<file path="config.mk">
export PLATFORM = sky130hd
export DESIGN_NAME = strip_y_decoder_flat
export DESIGN_NICKNAME = d
export VERILOG_FILES = /design/src/rtl/strip_pkg.sv /design/src/rtl/strip_y_decoder_if.sv /design/src/rtl/strip_bound_table.sv /design/src/rtl/strip_y_decoder.sv /design/src/flat_wrapper.sv
export SDC_FILE = /design/constraint.sdc
export NUM_CORES = 1
export LEC_CHECK = 0
export BUFFER_PORTS_ARGS = -buffer_cell sky130_fd_sc_hd__buf_2
export CAP_MARGIN = 20
export CORE_MARGIN = 2
export CORE_UTILIZATION = 45
export DETAILED_ROUTE_END_ITERATION = 10
export HOLD_SLACK_MARGIN = 0.02
export MAX_ROUTING_LAYER = met4
export PLACE_DENSITY_LB_ADDON = 0.15
export REMOVE_ABC_BUFFERS = 1
export SKIP_LAST_GASP = 1
export SYNTH_ARGS = -nofsm -noshare
export SYNTH_HDL_FRONTEND = slang
export SYNTH_SLANG_ARGS = --single-unit
</file>
<file path="constraint.sdc">
create_clock -name enclk -period 4.2 [get_ports enclk]
set_clock_uncertainty 0.05 [all_clocks]
set_input_delay 1.26 -clock enclk [delete_from_list [all_inputs] [get_ports enclk]]
set_output_delay 1.26 -clock enclk [all_outputs]
set_load 0.005 [all_outputs]
</file>
<file path="src/rtl/strip_pkg.sv">
// Shared strip-addressing constants: geometry, strip start table and the decoder state encoding.
// The start table is shared with the forward strip ROM so both directions stay consistent.
package strip_pkg;

  localparam int NUM_STRIPS = 13;
  localparam int Y_W        = 7;
  localparam int ID_W       = 4;
  localparam int OFF_W      = 4;

  localparam logic [Y_W-1:0] STRIP_START [NUM_STRIPS] = '{
    7'd0,  7'd8,  7'd16, 7'd25, 7'd32, 7'd42, 7'd48,
    7'd59, 7'd64, 7'd76, 7'd80, 7'd96, 7'd112
  };

  // One past the last row; the upper bound of the final strip.
  localparam logic [Y_W:0] Y_END = 8'd128;

  typedef enum logic [1:0] {
    IDLE = 2'd0,
    SCAN = 2'd1,
    DONE = 2'd2
  } state_e;

endpackage

</file>
<file path="src/rtl/strip_y_decoder_if.sv">
// Request/result bundle between pixel/row logic (master) and the y-to-strip decoder (slave).
interface strip_y_decoder_if;
  import strip_pkg::*;

  logic             req;
  logic [Y_W-1:0]   index_y;
  logic             busy;
  logic             done;
  logic [ID_W-1:0]  strip_id;
  logic [OFF_W-1:0] offset_y;
  logic             on_edge;

  modport master (
    output req, index_y,
    input  busy, done, strip_id, offset_y, on_edge
  );

  modport slave (
    input  req, index_y,
    output busy, done, strip_id, offset_y, on_edge
  );

endinterface

</file>
<file path="src/rtl/strip_bound_table.sv">
// Combinational strip bounds: start of strip k and start of strip k+1 (Y_END for the last strip).
module strip_bound_table
  import strip_pkg::*;
(
  input  logic [ID_W-1:0] k_i,
  output logic [Y_W:0]    start_o,
  output logic [Y_W:0]    next_o
);

  // Select both bounds; unmatched ids fall back to 0 / Y_END so the last strip needs no special case.
  always_comb begin
    start_o = {(Y_W+1){1'b0}};
    next_o  = Y_END;
    for (int i = 0; i < NUM_STRIPS; i++) begin
      if (k_i == ID_W'(i)) begin
        start_o = {1'b0, STRIP_START[i]};
      end else begin
        start_o = start_o;
      end
    end
    for (int i = 1; i < NUM_STRIPS; i++) begin
      if (k_i == ID_W'(i - 1)) begin
        next_o = {1'b0, STRIP_START[i]};
      end else begin
        next_o = next_o;
      end
    end
  end

endmodule

</file>
<file path="src/rtl/strip_y_decoder.sv">
// Inverse strip ROM: walks the strip start table one entry per cycle to find the strip holding y.
module strip_y_decoder
  import strip_pkg::*;
(
  input  logic               enclk,
  input  logic               rst_n,
  strip_y_decoder_if.slave   bus
);

  state_e           state_q, state_d;
  logic [ID_W-1:0]  k_q, k_d;
  logic [Y_W-1:0]   y_q, y_d;
  logic             busy_q, busy_d;
  logic             done_q, done_d;
  logic [ID_W-1:0]  id_q, id_d;
  logic [OFF_W-1:0] off_q, off_d;
  logic             edge_q, edge_d;

  logic [Y_W:0]     start_s;
  logic [Y_W:0]     next_s;
  logic             hit_s;

  strip_bound_table u_bound_table (
    .k_i     (k_q),
    .start_o (start_s),
    .next_o  (next_s)
  );

  // The last-strip guard keeps the scan from stepping past the table.
  assign hit_s = (k_q == ID_W'(NUM_STRIPS - 1)) || ({1'b0, y_q} < next_s);

  // Next-state and registered-output computation.
  always_comb begin
    state_d = state_q;
    k_d     = k_q;
    y_d     = y_q;
    done_d  = 1'b0;
    id_d    = id_q;
    off_d   = off_q;
    edge_d  = edge_q;
    case (state_q)
      IDLE: begin
        if (bus.req) begin
          y_d     = bus.index_y;
          k_d     = {ID_W{1'b0}};
          state_d = SCAN;
        end else begin
          state_d = IDLE;
        end
      end
      SCAN: begin
        if (hit_s) begin
          id_d    = k_q;
          off_d   = OFF_W'(y_q - start_s[Y_W-1:0]);
          edge_d  = ({1'b0, y_q} == start_s);
          done_d  = 1'b1;
          state_d = DONE;
        end else begin
          k_d     = k_q + ID_W'(1);
          state_d = SCAN;
        end
      end
      DONE: begin
        state_d = IDLE;
      end
      default: begin
        state_d = IDLE;
      end
    endcase
    busy_d = (state_d != IDLE);
  end

  // State and output registers with synchronous active-low reset.
  always_ff @(posedge enclk) begin
    if (!rst_n) begin
      state_q <= IDLE;
      k_q     <= {ID_W{1'b0}};
      y_q     <= {Y_W{1'b0}};
      busy_q  <= 1'b0;
      done_q  <= 1'b0;
      id_q    <= {ID_W{1'b0}};
      off_q   <= {OFF_W{1'b0}};
      edge_q  <= 1'b0;
    end else begin
      state_q <= state_d;
      k_q     <= k_d;
      y_q     <= y_d;
      busy_q  <= busy_d;
      done_q  <= done_d;
      id_q    <= id_d;
      off_q   <= off_d;
      edge_q  <= edge_d;
    end
  end

  assign bus.busy     = busy_q;
  assign bus.done     = done_q;
  assign bus.strip_id = id_q;
  assign bus.offset_y = off_q;
  assign bus.on_edge  = edge_q;

endmodule

</file>
<file path="src/flat_wrapper.sv">
// flat-port wrapper written by rule: the top's interface ports become plain ports
module strip_y_decoder_flat import strip_pkg::*;
  (enclk, rst_n, bus_req, bus_index_y, bus_busy, bus_done, bus_strip_id, bus_offset_y, bus_on_edge);
  strip_y_decoder_if bus_i ();
  input  logic enclk;
  input  logic rst_n;
  input wire logic [$bits(bus_i.req)-1:0] bus_req;
  input wire logic [$bits(bus_i.index_y)-1:0] bus_index_y;
  output wire logic [$bits(bus_i.busy)-1:0] bus_busy;
  output wire logic [$bits(bus_i.done)-1:0] bus_done;
  output wire logic [$bits(bus_i.strip_id)-1:0] bus_strip_id;
  output wire logic [$bits(bus_i.offset_y)-1:0] bus_offset_y;
  output wire logic [$bits(bus_i.on_edge)-1:0] bus_on_edge;
  assign bus_i.req = bus_req;
  assign bus_i.index_y = bus_index_y;
  assign bus_busy = bus_i.busy;
  assign bus_done = bus_i.done;
  assign bus_strip_id = bus_i.strip_id;
  assign bus_offset_y = bus_i.offset_y;
  assign bus_on_edge = bus_i.on_edge;
  strip_y_decoder u_core (.enclk(enclk), .rst_n(rst_n), .bus(bus_i));
endmodule
</file>
* Word-level counts from Yosys, hierarchy flattened
Index checks and enable logic that the tools add are counted.
** Storage, ports and cells
- Bits in registers :: 24
- Input port bits :: 10
- Output and inout bits :: 11
- Word-level logic and storage cells :: 67
** Operators by class
- Add/subtract/negate cells :: 2
- $lt $le $gt $ge :: 1
- Equality and inequality tests :: 16
- Mux-type cells :: 31
- Reductions and logical operators :: 9
** Operators with widths (count)
- $mux W8 :: 23
- $eq A4 B4 Y1 const B :: 5
- $eq A4 B3 Y1 const B :: 4
- $mux W4 :: 3
- $eq A4 B2 Y1 const B :: 2
- $eq A7 B8 Y1 :: 1
- $lt A7 B8 Y1 :: 1
- $pmux W4 S2 :: 1
- $reduce_and A2 Y1 :: 3
- $add A4 B1 Y4 const B :: 1
- $eq A4 B1 Y1 const B :: 1
- $logic_not A4 Y1 :: 1
- $ne A2 B2 Y1 const B :: 2
- $pmux W2 S2 :: 1
- $reduce_bool A2 Y1 :: 2
- $sub A4 B4 Y4 :: 1
- $reduce_and A3 Y1 :: 1
- $eq A2 B1 Y1 const B :: 1
- $logic_not A2 Y1 :: 1
- $mux W1 :: 2
- $mux W2 :: 1
- $logic_or A1 B1 Y1 :: 1

* Logic depth before layout (Yosys ltp)
- Depth in word-level cells :: 18
- Gate-level depth with buffers :: 12
- Mapped depth without buffers :: 11

* Cells and area by module
A second synthesis with hierarchy kept.
** Unflattened totals
- Cells, all modules :: 190
- Area, all modules :: 1502.7 um2
** By module, submodules not included
- strip_y_decoder :: times used 1, cells an instance 156, area each 1300.0 um2
- strip_bound_table :: times used 1, cells an instance 34, area each 202.7 um2

* Worst setup path after synthesis
No wires, ideal clock.
- Path type :: reg-to-reg
- Start :: register u_core.k_q[0]
- End :: register u_core.edge_q (netlist: u_core.bus.on_edge)
- Setup time :: 0.088 ns
- Arrival time :: 2.524 ns
- Path slack :: 1.538 ns
- Stages on the path, launching flop included :: 11
- Buffers on the path :: 1
- Cells stage by stage :: dfxtp_1 inv_1 ha_1 buf_2 nor2b_1 nor2_1 or3b_2 ha_1 nand3_1 or4_1 o32ai_2
** Between the ends
- Cells in the longest elaborated chain, start to end :: 16
- Elaborated cells between the ends (all ways) :: 41
- Those cells by class :: 1 x order compare; 13 x eq/ne; 24 x mux; 3 x reduce/logical
** Ends and longest elaborated chain
- start, declared :: line strip_y_decoder.sv:11 : logic [ID_W-1:0] k_q, k_d;
- start signal, assigned :: line strip_y_decoder.sv:77 : k_q <= {ID_W{1'b0}};
- start signal, assigned :: line strip_y_decoder.sv:86 : k_q <= k_d;
- $logic_not A4 Y1 :: line strip_bound_table.sv:22 : if (k_i == ID_W'(i - 1)) begin
- $mux W8 (12 in series) :: line strip_bound_table.sv:22
- $lt A7 B8 Y1 :: line strip_y_decoder.sv:30 : assign hit_s = (k_q == ID_W'(NUM_STRIPS - 1)) || ({1'b0, y_q} < next_s);
- $logic_or A1 B1 Y1 :: line strip_y_decoder.sv:30
- $reduce_and A2 Y1 (no line)
- end signal, assigned :: line strip_y_decoder.sv:92 : edge_q <= edge_d;
- end, declared :: line strip_y_decoder.sv:17 : logic edge_q, edge_d;
Several ways; a longest one is shown, not always the timed one.
A chain may end at the register's enable or synchronous reset.

* Worst setup path in the final report
Ends and elaborated chain as after synthesis.

==> reports/qor.yml <==
placement:
  hpwlAfterDp_um: 2608
  portBuffers: 20
  place_congestion: 0.9389
  placed_area_sq_mm: 0.001604
  dpl_worst_slack_ns: 1.184
  dp_cells: 234
critical_path:
  crit_arrival_ns: 3.30
  critical_path_class: "reg -> reg"
  crit_fanout: 11
  crit_required_ns: 4.40
  crit_path_end_kind: "flop"
  cp-start-kind: "flop"
global_routing:
  grt_pass1_vias: 1274
  track_usage: 0.2196
  antenna_found_initial: 0
  grt_pass1_wl_um: 5920
  grt_max_degree: 18
  grt-ovfl-total: 0
clock_tree:
  worstSkewPairLatency_ns: 0.33
  h-tree-depth: 1
  cts_hold_buf: 0
  cts_tree: "yes"
  clk_pin_slew_ns: 0.14
  post_cts_buffers: 0
  ctsResizeCount: 0
  cts_buffers: 3
  clock-sinks: 24
  ctsLongestPathBuffers: 2
  cts_root_buf: "clkbuf_4"
floorplanning:
  die_w_um: 61.45
  fp.dieH_um: 61.45
  rows: 20
  die-area_sq_mm: 0.003776
  io_pins: 21
  core_sq_mm: 0.003103
  initial_core_util: 0.4786
power_and_ir_drop:
  ir_worst_vdd_v: 0.0001643
  power_density_mw_per_mm2: 338.9
  power_leakage_uw: 0.0006824
  p_total_uw: 561.4
run:
  drv_cap: 0
run_status:
  outcome: "finished clean"
sta:
  fin_ws_ns: 1.107
  timing.fmax_mhz: 323.3
  slew-limit-headroom: 0.5843
  worst_pin_slew_ns: 0.6170
  maxSlewViolCount: 0
  fin_crit_ns: 3.093
  setup_tns_ns: 0
  hold_violations: 0
  setup_viol: 0
  rsz0062_at_grt: "no"
  period_share: 0.7365
synth:
  ys_seq_area_frac: 0.3235
  yosys.area.top_type: "dfxtp_1"
  synth-edff-count: 0
  synth_cell_types: 42
  synth_commonest_cells: "dfxtp_1 (24), nand2_1 (21), a21oi_1 (18), nand3_1 (14), ha_1 (13)"
  yosys_most_used_dff: "dfxtp_1"
  syn_inst: 178
  syn_area_per_cell_sq_um: 8.344
  ys_warn_count: 0
  yosys.area.top_type_share: 0.3235
  yosysMostFrequentCell: "dfxtp_1"
  syn_area_sq_mm: 0.001485
  async_reset_ff_frac: 0
  synth-seq-cells: 24
  synth_area_leaders: "dfxtp_1 (32%), ha_1 (11%), a21oi_1 (6.1%)"
route:
  vias: 1332
  drt-initial-drc-count: 78
  ant_nets: 0
  wirelength_um: 3444
  first_pass_iters: 4
  wire_per_inst_um: 14.47
  drc: 0
  viasPerCell: 5.597
hold_path:
  hold_class: "reg -> reg"
final_layout:
  fin_area_sq_mm: 0.001657
  stdcell_count: 238
  synthToLayoutAreaGrowth_pct: 11.54
  drive_gt1_frac: 0.1701
  antennaDiodeCount: 0
  layout.nets: 219
  fillers: 351
==> path summary, 6_finish.rpt <==
check	depth (start not counted)	from	slack (ns)	end
setup / recovery	10	u_core.k_q[0]	1.11	u_core.bus.on_edge
hold / removal	2	u_core.y_q[0]	0.42	u_core.y_q[0]
setup reg to reg	10	u_core.k_q[0]	1.11	u_core.bus.on_edge
hold reg to reg	2	u_core.y_q[0]	0.42	u_core.y_q[0]
==> registers in the layout, indices dropped and copies added (netlist names) <==
name / flops
u_core.y_q: 7
u_core.bus.offset_y: 4
u_core.bus.strip_id: 4
u_core.k_q: 4
u_core.state_q: 2
u_core.bus.busy: 1
u_core.bus.done: 1
u_core.bus.on_edge: 1
==> where the power goes <==
| group | internal, uW | switching, uW | leakage (uW) | total, uW |
|---|---|---|---|---|
| Sequential | 242 | 11.8 | 0.000196 | 254 |
| Combinational | 55.4 | 79.1 | 0.000459 | 135 |
| Clock | 96.6 | 76.1 | 0.0000279 | 173 |
==> stage by stage <==
| step | hold slack, ns | util |
|---|---|---|
| detailed placement | 0.4025 | 0.5169 |
| finish | 0.4180 | 0.5339 |
| global placement | 0.3951 | 0.5169 |
| CTS | 0.4213 | 0.5339 |
| global route | 0.4435 | 0.5339 |
| floorplan | 0.3863 | - |
==> layout by cell type (no fill, tap or decap), types with 3 or more instances in the layout <==
cell and n:
inv_1 9, a21oi_1 18, dfxtp_1 24, nor2_1 5, nand3_1 14, a21o_1 4, a211oi_1 4, nand2_1 21
o21ai_0 10, buf_2 20, ha_1 13, xnor2_1 6, nor3_1 3, nor2b_1 6, mux2i_1 3, clkbuf_4 3
==> metal layers <==
metal / track usage / share of wire / up-vias
met4: 0.06383 / 0.012 / 0
met1: 0.2859 / 0.47 / 631
met3: 0.03151 / 0.046 / 5
li1: - / - / 665
met2: 0.3541 / 0.47 / 31
met5: - / 0 / -
==> cells by family (layout without fill, tap and decap cells) <==
kind of cell / after synthesis / in the layout / share of synthesized area
multiplexers: 3 / 3 / 0.02022
AND/OR/NAND/NOR: 61 / 61 / 0.2064
flip-flops: 24 / 24 / 0.3235
XOR/XNOR: 6 / 6 / 0.03538
buffers and inverters: 18 / 34 / 0.04970
adder cells (fa/ha/maj): 14 / 14 / 0.1230
AO/OA/AOI/OAI: 52 / 52 / 0.2418
==> layout make-up <==
class / count / area, sq um / area share
Multi-Input combinational cell: 136 / 930.9 / 0.5619
Sequential cell: 24 / 480.5 / 0.2900
Timing Repair Buffer: 20 / 100.1 / 0.06042
Tap cell: 44 / 55.05 / 0.03323
Inverter: 10 / 37.54 / 0.02266
Clock inverter: 1 / 30.03 / 0.01813
Clock buffer: 3 / 22.52 / 0.01360
==> worst max-delay path: stages, from the launching register on <==
cell and delay, ns:
dfxtp_1 0.47, inv_1 0.11, ha_1 0.35, nor3_1 0.32
nand3_1 0.16, ha_1 0.31, nand3_1 0.09, a31oi_1 0.08
o311ai_4 0.54, nand3_1 0.25, o32ai_2 0.28
No activity file was read; power rests on OpenSTA's default activity.
